===== src/rtl/hb_fetch_sequencer.sv =====
// Boot copy, instruction fetch and execute-phase sequencer.
// Owns the PC, phase counter and opcode latch; ucode steers it through strobes.
module hb_fetch_sequencer #(
    parameter int unsigned DATA_W   = 8,
    parameter int unsigned ADDR_W   = 12,
    parameter int unsigned PHASE_W  = 4,
    parameter int unsigned BOOT_LEN = 4096
) (
    input  logic               clk,
    input  logic               rst,
    input  logic               mem_rdy,
    input  logic [DATA_W-1:0]  databus,
    input  logic               phase_reset_req,
    input  logic               pc_load,
    input  logic [ADDR_W-1:0]  pc_load_val,
    input  logic               pc_inc,
    input  logic               halt_req,
    input  logic               run,
    output logic [ADDR_W-1:0]  pc,
    output logic [PHASE_W-1:0] phase,
    output logic [DATA_W-1:0]  instruction,
    output logic               boot_wr,
    output logic               boot_done,
    output logic               fetch_en,
    output logic               halted,
    output logic               phase_ovf
);

    localparam logic [ADDR_W-1:0]  BOOT_LAST = ADDR_W'(BOOT_LEN - 1);
    localparam logic [PHASE_W-1:0] PMAX      = '1;

    typedef enum logic [2:0] {
        S_BOOT,
        S_BOOT_END,
        S_FETCH,
        S_EXEC,
        S_HALT
    } state_t;

    state_t              r_state;
    state_t              w_state_nx;
    logic [ADDR_W-1:0]   r_pc;
    logic [ADDR_W-1:0]   w_pc_nx;
    logic [PHASE_W-1:0]  r_phase;
    logic [PHASE_W-1:0]  w_phase_nx;
    logic [DATA_W-1:0]   r_instr;
    logic [DATA_W-1:0]   w_instr_nx;
    logic                r_boot_done;
    logic                w_boot_done_nx;
    logic                r_phase_ovf;
    logic                w_phase_ovf_nx;

    // State and datapath registers
    always_ff @(posedge clk) begin
        if (rst) begin
            r_state     <= S_BOOT;
            r_pc        <= '0;
            r_phase     <= '0;
            r_instr     <= '0;
            r_boot_done <= 1'b0;
            r_phase_ovf <= 1'b0;
        end else begin
            r_state     <= w_state_nx;
            r_pc        <= w_pc_nx;
            r_phase     <= w_phase_nx;
            r_instr     <= w_instr_nx;
            r_boot_done <= w_boot_done_nx;
            r_phase_ovf <= w_phase_ovf_nx;
        end
    end

    // Next-state and datapath update
    always_comb begin
        w_state_nx     = r_state;
        w_pc_nx        = r_pc;
        w_phase_nx     = r_phase;
        w_instr_nx     = r_instr;
        w_boot_done_nx = r_boot_done;
        w_phase_ovf_nx = r_phase_ovf;

        case (r_state)
            S_BOOT: begin
                if (mem_rdy) begin
                    if (r_pc == BOOT_LAST) begin
                        w_pc_nx    = '0;
                        w_state_nx = S_BOOT_END;
                    end else begin
                        w_pc_nx = r_pc + ADDR_W'(1);
                    end
                end
            end
            S_BOOT_END: begin
                w_boot_done_nx = 1'b1;
                w_state_nx     = S_FETCH;
            end
            S_FETCH: begin
                if (mem_rdy) begin
                    w_instr_nx = databus;
                    w_pc_nx    = r_pc + ADDR_W'(1);
                    w_phase_nx = PHASE_W'(1);
                    w_state_nx = S_EXEC;
                end
            end
            S_EXEC: begin
                // halt beats the wait state; a stalled cycle drops all strobes
                if (halt_req) begin
                    w_state_nx = S_HALT;
                end else if (mem_rdy) begin
                    if (pc_load) begin
                        w_pc_nx = pc_load_val;
                    end else if (pc_inc) begin
                        w_pc_nx = r_pc + ADDR_W'(1);
                    end
                    if (phase_reset_req) begin
                        w_phase_nx = '0;
                        w_state_nx = S_FETCH;
                    end else if (r_phase == PMAX) begin
                        w_phase_ovf_nx = 1'b1;
                        w_phase_nx     = '0;
                        w_state_nx     = S_FETCH;
                    end else begin
                        w_phase_nx = r_phase + PHASE_W'(1);
                    end
                end
            end
            S_HALT: begin
                if (run) begin
                    w_phase_nx = '0;
                    w_state_nx = S_FETCH;
                end
            end
            default: begin
                w_state_nx = S_BOOT;
            end
        endcase
    end

    assign pc          = r_pc;
    assign phase       = r_phase;
    assign instruction = r_instr;
    assign boot_done   = r_boot_done;
    assign phase_ovf   = r_phase_ovf;
    assign boot_wr     = (r_state == S_BOOT) && mem_rdy;
    assign fetch_en    = (r_state == S_FETCH);
    assign halted      = (r_state == S_HALT);

endmodule


===== config.mk =====
export PLATFORM = sky130hd
export DESIGN_NAME = hb_fetch_sequencer
export DESIGN_NICKNAME = d
export VERILOG_FILES = /design/src/rtl/hb_fetch_sequencer.sv
export SDC_FILE = /design/constraint.sdc
export NUM_CORES = 1
export LEC_CHECK = 0
export CAP_MARGIN = 40
export CORE_ASPECT_RATIO = 0.7
export CORE_MARGIN = 2
export CORE_UTILIZATION = 40
export DETAILED_ROUTE_END_ITERATION = 16
export PLACE_DENSITY = 0.79
export RECOVER_POWER = 50
export SYNTH_ARGS = -nofsm -noshare
export SYNTH_HDL_FRONTEND = slang
export SYNTH_SLANG_ARGS = --single-unit

===== constraint.sdc =====
create_clock -name clk -period 2.1 [get_ports clk]
set_input_delay 0.21 -clock clk [delete_from_list [all_inputs] [get_ports clk]]
set_output_delay 0.21 -clock clk [all_outputs]
set_load 0.01 [all_outputs]

======== After elaboration in Yosys (flattened, before gate mapping) ========
Index checks and enable logic that the tools add are counted.
word-level totals
  register bits ........................... 29
  input port bits ......................... 28
  word-level logic and storage cells ...... 58
cells by class
  add/sub/neg operators ................... 2
  equal/unequal tests ..................... 15
  multiplexer cells ....................... 24
  bitwise operators ....................... 2
  reduce and logical (&&, ||, !) cells .... 9
operators with widths
  kind                                                  number
  two-way mux 12 bit                                    7
  one-hot mux 12 bit (3 select lines)                   1
  two-way mux 3 bit                                     8
  two-way mux 4 bit                                     6
  one-hot mux 3 bit (5 select lines)                    1
  adder 12 x 1 -> 12 bit (second input constant)        1
  equality test 12 bit (second input constant)          1
  != test 2 bit (second input constant)                 6
  one-hot mux 4 bit (3 select lines)                    1
  AND reduction 6 bit                                   2
  AND reduction 5 bit                                   2
  equality test 3 x 2 -> 1 bit (second input constant)  2
  != test 3 bit (second input constant)                 2
  nonzero test 3 bit                                    2
  adder 4 x 1 -> 4 bit (second input constant)          1
  equality test 4 bit (second input constant)           1
  != test 4 bit (second input constant)                 1
  equality test 3 x 1 -> 1 bit (second input constant)  1
  equality test 3 bit (second input constant)           1
  zero test 3 bit                                       1
  inverter 1 bit                                        2
  AND reduction 2 bit                                   1
  logical AND 1 bit                                     1

======== Depth between registers and ports, before layout ========
Gate-level depths: netlist (run 1).
  depth after elaboration ................. 6
  gate-level depth with buffers ........... 8
  depth with buffers taken out ............ 6

======== Worst setup path before layout (run 1) ========
OpenSTA, ideal clock, no wires.
  kind .................................... flip-flop to flip-flop
  from .................................... register r_pc[1] (netlist: pc[1])
  to ...................................... register r_pc[0] (netlist: pc[0])
  setup time .............................. 0.135 ns
  arrival time ............................ 1.572 ns
  setup slack ............................. 0.393 ns
  stages on the path, launching flop included .. 7
  path buffers ............................ 0
  clock period less this slack ............ 1.707 ns
  cell sequence ........................... dfxtp_1 ha_1 nand4_2 o31ai_4 nand2_2 a221oi_2 a211oi_1
on the way
  cells in the longest elaborated chain, start to end .. 4
RTL lines
  what                                 line  RTL
  from (decl)                          42    logic [ADDR_W-1:0] r_pc;
  from (signal assigned)               64    r_pc <= w_pc_nx;
  equality test 12 bit                 84    if (r_pc == BOOT_LAST) begin
  two-way mux 12 bit                   84
  two-way mux 12 bit                   83    if (mem_rdy) begin
  one-hot mux 12 bit (3 select lines)  81    case (r_state)
No other way between the ends. The select of a mux whose other input is x is not followed.
A chain may end at the register's enable or synchronous reset.

======== Final worst setup path (run 1) ========
  from .................................... register r_pc[1] (netlist: pc[1])
  to ...................................... register r_pc[1] (netlist: pc[1])
on the way
  cells in the longest elaborated chain, start to end .. 6
  elaborated cells on any way between the ends .. 10
RTL lines
  what                                     line         RTL
  adder 12 x 1 -> 12 bit                   88, 99, 112
  two-way mux 12 bit                       111          end else if (pc_inc) begin
  two-way mux 12 bit                       109          if (pc_load) begin
  two-way mux 12 bit                       108          end else if (mem_rdy) begin
  two-way mux 12 bit                       106          if (halt_req) begin
  one-hot mux 12 bit (3 select lines) (*)  81
Every way passes the cells marked *; elsewhere a longest branch is shown, timed or not. The select of a mux whose other input is x is not followed.

==> results of run 1 <==
==> routing by layer <==
| layer | up-vias | share of wire |
|---|---|---|
| li1 | 823 | - |
| met1 | 754 | 0.50 |
| met2 | 61 | 0.40 |
| met3 | 7 | 0.087 |
| met4 | 0 | 0.012 |
| met5 | - | 0 |
==> worst register-to-register path: cells and delay by family, from the launching register on <==
kind | cells | cell delay [ps]
flip-flops | 1 | 440
AND/OR/NAND/NOR | 3 | 440
adder cells (fa/ha/maj) | 1 | 310
AO/OA/AOI/OAI | 2 | 570
==> metrics by stage <==
step / worst slack [ps] / cell area [um2] / hold slack, ps / power (uW)
final: 234 / 2320 / 475 / 1180
after global routing: 109 / 2320 / 516 / 1230
after CTS: 212 / 2330 / 491 / 1190
after detailed placement: 244 / 2230 / 474 / 685
after global placement: 267 / 2230 / 466 / 685
after floorplan: 393 / 1640 / 357 / 608
==> final timing paths <==
path,startpoint,endpoint,slack (ps),cells after the start
worst max-delay path,pc[1],pc[1],230,6
worst min-delay path,phase_ovf,phase_ovf,470,2
worst max register to register,pc[1],pc[1],230,6
worst min register to register,phase_ovf,phase_ovf,470,2
==> sequential cells by signal, summed over array words and instances (netlist names) <==
register / count
r_state: 3
pc: 12
boot_done: 1
phase: 4
phase_ovf: 1
instruction: 8
==> kinds of logic after synthesis <==
logic type               after synthesis
flip-flops                            29
AND/OR/NAND/NOR                       80
adder cells (fa/ha/maj)                2
multiplexers                           9
AO/OA/AOI/OAI                         58
buffers and inverters                 14
==> final cells by class <==
| type | instances | area [um2] |
|---|---|---|
| Clock buffer | 7 | 96.3 |
| Clock inverter | 1 | 5.00 |
| Fill cell | 369 | 1610 |
| Inverter | 5 | 18.8 |
| Multi-Input combinational cell | 149 | 961 |
| Sequential cell | 29 | 581 |
| Tap cell | 52 | 65.1 |
| Timing Repair Buffer | 60 | 591 |
==> power groups by stage <==
stage | sequential, uW | combinational, uW | clock, uW
after global routing | 561 | 121 | 545
after detailed placement | 573 | 113 | 0
after floorplan | 573 | 35.2 | 0
final | 561 | 112 | 506
after CTS | 560 | 114 | 518
after global placement | 572 | 112 | 0
==> layout by cell type, fill, tap and decap left out, types with 3 or more instances in the layout <==
cell type | netlist | final
clkdlybuf4s50_1 | 0 | 30
dfxtp_1 | 29 | 29
nor2_1 | 27 | 27
dlygate4sd3_1 | 0 | 26
a21oi_1 | 15 | 15
nand2_1 | 12 | 12
o21ai_0 | 11 | 11
mux2i_1 | 9 | 9
nor3_1 | 8 | 8
clkbuf_8 | 0 | 7
inv_1 | 5 | 5
a21o_1 | 5 | 5
nand2b_1 | 4 | 4
nand3b_1 | 3 | 4
nand3_1 | 4 | 4
a211oi_1 | 4 | 4
buf_4 | 4 | 4
and3_1 | 3 | 3
a31oi_1 | 3 | 3
nor2b_1 | 3 | 3
==> impl_metrics.py, run 1 <==
metrics = {
    "outcome": {
        "status": "complete, no violations",
    },
    "logic_synthesis": {
        "yosys.area.top_type_share": 0.355,
        "async_flop_share": 0,
        "muxShareOfSynthArea": 0.0550,
        "synth-xor-area-share": 0,
        "synth-simple-area-share": 0.274,
        "synth_commonest_cells": "dfxtp_1 (29), nor2_1 (27), a21oi_1 (15)",
        "yosys.area_share.adder": 0.0153,
        "synth_compound_area_frac": 0.251,
        "synth_cell_type_count": 49,
        "syn_nets": 222,
        "synth_edf_count": 0,
        "synth.area.top_cells": "dfxtp_1 (35%), nor2_1 (6.2%), mux2i_1 (5.5%), a21oi_1 (4.6%), o21ai_0 (3.4%)",
        "yosysMostFrequentCell": "dfxtp_1",
        "synth_area_mm2": 0.00164,
        "syn_area_per_cell_um2": 8.52,
        "ys.flop_type": "dfxtp_1",
        "synth_top_family_by_area": "simple AND/OR/NAND/NOR gates",
        "synth_cells": 192,
        "yosys_warnings": 0,
        "synth.yosys.seq_area_share": 0.355,
        "synth_seq_cells": 29,
        "yosysTopAreaCell": "dfxtp_1",
    },
    "clocking": {
        "clkTransAtPathRegs_ps": 70,
        "htree_num_levels": 2,
        "cts_root_buf": "clkbuf_8",
        "clock_latency_ps": 280,
        "numCtsBuffers": 5,
        "cts_buffer_depth": 2,
        "clkSinkCount": 29,
        "cts_tree": "built",
        "cts_hold_buf": 0,
        "ctsResizeCount": 0,
        "post_cts_buffers": 0,
    },
    "sta": {
        "hold_viol_final": 0,
        "post-route-period-util": 0.888,
        "setup_tns_ps": 0,
        "relSlewSlack": 0.689,
        "finalMaxSlewViolations": 0,
        "tightest_slew_ps": 466,
        "rsz0062_at_grt": "no",
        "clock.fmax_ghz": 0.536,
        "period_minus_slack_ps": 1870,
        "setup_violations": 0,
        "skew_ps": 6.16,
    },
    "critical_path": {
        "worstPathArrival_ps": 2030,
        "crit_slowest_cell": "dfxtp_1",
        "startpoint_type": "flip-flop",
        "cp-end-kind": "flip-flop",
        "crit_buf_inv": 0,
        "crit_fanout": 6,
        "slowest_delay_ps": 440,
        "critPathTopFamily": "compound AO/OA/AOI/OAI gates",
        "crit_chain": "ha_1, nand4_2, o31ai_4, nand2_2, a221oi_2, nor3_1",
        "required_ps": 2270,
        "worst-setup-path-type": "reg2reg",
    },
    "place": {
        "gp_congestion": 0.833,
        "io_buffers": 56,
        "hpwl_mm": 3.10,
        "dp_cells": 295,
    },
    "die": {
        "fp.dieW_um": 80.5,
        "start_util": 0.417,
        "dieArea_mm2": 0.00463,
        "pin_count": 57,
        "row_count": 19,
        "die_h_um": 57.5,
        "core_area_mm2": 0.00392,
    },
    "pwr": {
        "seq_power_share": 0.476,
        "comb_power_share": 0.095,
        "ir_worst_vdd_v": 0.000303,
        "swShare": 0.223,
        "p_clk_frac": 0.429,
        "p_leak_uw": 0.000900,
        "p_switching_uw": 263,
        "power_density_mw_per_mm2": 509,
        "p_int_uw": 916,
    },
    "route": {
        "antenna_left": 0,
        "via_per_inst": 5.43,
        "drtIter0Drc": 124,
        "dr_total_vias": 1645,
        "wirelength_mm": 4.19,
        "wl_per_cell_um": 13.8,
        "drc_errors": 0,
        "firstDrtPassIters": 4,
    },
    "global_routing": {
        "track_usage": 0.195,
        "grt_busiest_layer": "met1",
        "grtUsageMet1": 0.283,
        "use_met3": 0.0601,
        "antenna_found_initial": 0,
        "grt_max_degree": 18,
        "grt_pass1_wl_mm": 7.09,
        "grt_pass1_vias": 1507,
        "use_met2": 0.277,
        "grt.overflow.total": 0,
    },
    "finish": {
        "drive_gt1_frac": 0.0996,
        "final_cells": 303,
        "syn_to_final_growth_pct": 41.6,
        "nets": 280,
        "diodes": 0,
        "final_util": 0.591,
    },
    "min_path": {
        "hold_path_class": "reg2reg",
    },
    "flow_run": {
        "drv_cap": 0,
    },
}
No activity file was read; power rests on OpenSTA's default activity.
==> inputs of run 2 (changes only) <==
--- a/config.mk
+++ b/config.mk
@@ -5,7 +5,7 @@
 export SDC_FILE = /design/constraint.sdc
 export NUM_CORES = 1
 export LEC_CHECK = 0
-export CAP_MARGIN = 40
+export CAP_MARGIN = 10
 export CORE_ASPECT_RATIO = 0.7
 export CORE_MARGIN = 2
 export CORE_UTILIZATION = 40
==> results of run 2 <==
No change in the layout: final DEF, timing and power equal those of run 1.
==> inputs of run 3 (changes only) <==
--- a/config.mk
+++ b/config.mk
@@ -10,7 +10,8 @@
 export CORE_MARGIN = 2
 export CORE_UTILIZATION = 40
 export DETAILED_ROUTE_END_ITERATION = 16
-export PLACE_DENSITY = 0.79
+export GPL_TIMING_DRIVEN = 0
+export PLACE_DENSITY = 0.82
 export RECOVER_POWER = 50
 export SYNTH_ARGS = -nofsm -noshare
 export SYNTH_HDL_FRONTEND = slang
==> constraint.sdc (replaced) <==
create_clock -name clk -period 1.7 [get_ports clk]
set_input_delay 0.17 -clock clk [delete_from_list [all_inputs] [get_ports clk]]
set_output_delay 0.17 -clock clk [all_outputs]
set_load 0.01 [all_outputs]
==> impl_metrics.py, run 3 (same netlist as run 1, synthesis figures left out) <==
metrics = {
    "global_routing": {
        "grt_pass1_vias": 1569,
        "grt_pass1_wl_mm": 7.20,
        "grt.overflow.total": 0,
        "antenna_found_initial": 0,
        "track_usage": 0.203,
        "grt_max_degree": 11,
    },
    "clocking": {
        "htree_num_levels": 2,
        "cts_tree": "built",
        "clock_latency_ps": 280,
        "clkTransAtPathRegs_ps": 60,
        "numCtsBuffers": 5,
        "clkSinkCount": 29,
        "cts_buffer_depth": 2,
        "cts_root_buf": "clkbuf_8",
    },
    "finish": {
        "drive_gt1_frac": 0.153,
        "nets": 292,
        "largest_register_ffs": 12,
        "fillers": 333,
        "final_cell_mix": "clkdlybuf4s50_1 (28), nor2_1 (27), dfxtp_1 (25)",
        "diodes": 0,
        "syn_to_final_growth_pct": 49.5,
        "layout_commonest_cell": "clkdlybuf4s50_1",
    },
    "route": {
        "firstDrtPassIters": 4,
        "drc_errors": 0,
        "wl_met1_mm": 2.14,
        "wl_per_cell_um": 14.8,
        "highest_layer": "met4",
        "wl_met2_mm": 2.02,
        "via_per_inst": 5.46,
        "wirelength_mm": 4.65,
        "drtIter0Drc": 143,
        "antenna_left": 0,
        "dr_total_vias": 1714,
        "wl_met3_um": 381,
    },
    "sta": {
        "clock.fmax_ghz": 0.604,
        "layout_setup_ws_ps": 44.5,
        "relSlewSlack": 0.627,
        "setup_violations": 0,
        "finalMaxSlewViolations": 0,
        "skew_ps": 6.28,
        "period_minus_slack_ps": 1660,
        "post-route-period-util": 0.974,
        "rsz0062_at_grt": "yes",
        "hold_viol_final": 0,
        "tightest_slew_ps": 559,
    },
    "critical_path": {
        "crit_fanout": 5,
        "critPathTopFamily": "compound AO/OA/AOI/OAI gates",
        "worstPathArrival_ps": 1800,
        "worst-setup-path-type": "reg2reg",
        "crit_slowest_cell": "dfxtp_4",
        "slowest_delay_ps": 370,
        "crit_chain": "ha_4, nand4_4, o31ai_4, nand2_2, a221oi_2, nor3_1",
        "required_ps": 1850,
        "crit_buf_inv": 0,
        "cp-end-kind": "flip-flop",
        "startpoint_type": "flip-flop",
    },
    "place": {
        "pre_cts_ws_ps": -159,
        "hpwl_mm": 3.35,
        "gp_congestion": 0.932,
        "io_buffers": 56,
    },
    "pwr": {
        "p_leak_uw": 0.00101,
        "ir_worst_vdd_v": 0.000288,
        "power_density_mw_per_mm2": 582,
        "finalPower_uw": 1420,
    },
    "die": {
        "dieArea_mm2": 0.00463,
        "core_area_mm2": 0.00392,
        "row_count": 19,
        "die_h_um": 57.5,
        "start_util": 0.417,
        "pin_count": 57,
        "fp.dieW_um": 80.5,
    },
    "outcome": {
        "status": "complete, no violations",
    },
    "min_path": {
        "hold_path_class": "in2reg",
    },
    "flow_run": {
        "drv_cap": 0,
    },
}
## run 3: changes by cell type in the layout (fill, tap and decap cells not counted), sizes merged
cell,previous run,this run
clkbuf,7,9
buf,4,14
dlygate4sd2,0,4
clkinv,1,0
clkdlybuf4s50,30,28
dlygate4sd3,26,24
## run 3: stage by stage
step                setup TNS [ps]  instance area, um2  instances  hold WS, ps  utilization
detailed placement           -2920                2260        300          473        0.577
global placement             -3320                2260        300          456        0.577
finish                           0                2450        314          471        0.624
global route                 -82.3                2450        314          507        0.624
CTS                              0                2360        308          434        0.603
floorplan                        0                1640        192          317            -
## run 3: final timing paths
check,start,to,slack (ps),depth (start not counted)
setup reg to reg,pc[1],pc[1],40,6
hold / removal,mem_rdy,phase_ovf,470,3
setup / recovery,pc[1],pc[1],40,6
hold reg to reg,phase[1],phase[1],480,2
## run 3: tightest hold or removal path, stage by stage
cell	delay (ps)
dlygate4sd2_1	320
a41oi_1	150
nor2_1	70
## run 3: per-layer routing
layer  vias up  track usage
met5         -            0
met4         0        0.116
met3        13       0.0585
met2        69        0.289
met1       785        0.276
li1        847            -
## run 3: what timing repair did
action                     in CTS  in global routing
resized for setup               7                  8
gates cloned                    0                  0
setup buffers                   1                  6
pin swaps                       1                  4
hold buffers                    0                  0
setup endpoints to repair      10                 12
## run 3: area by class of cell
class | instances | area (um2) | share of cell area
tap | 52 | 65.1 | 0.0266
sequential | 29 | 591 | 0.241
multi-input combinational | 149 | 1010 | 0.415
buffer | 9 | 63.8 | 0.0261
timing repair buffer | 63 | 608 | 0.248
inverter | 5 | 18.8 | 0.00767
clock buffer | 7 | 86.3 | 0.0353
## run 3: where the power goes
group	switching, uW	leakage, uW	total [uW]	internal (uW)
Clock	256	0.0000443	577	321
Combinational	63.5	0.000728	154	91.0
Sequential	7.78	0.000236	692	684
Total	328	0.00101	1420	1100
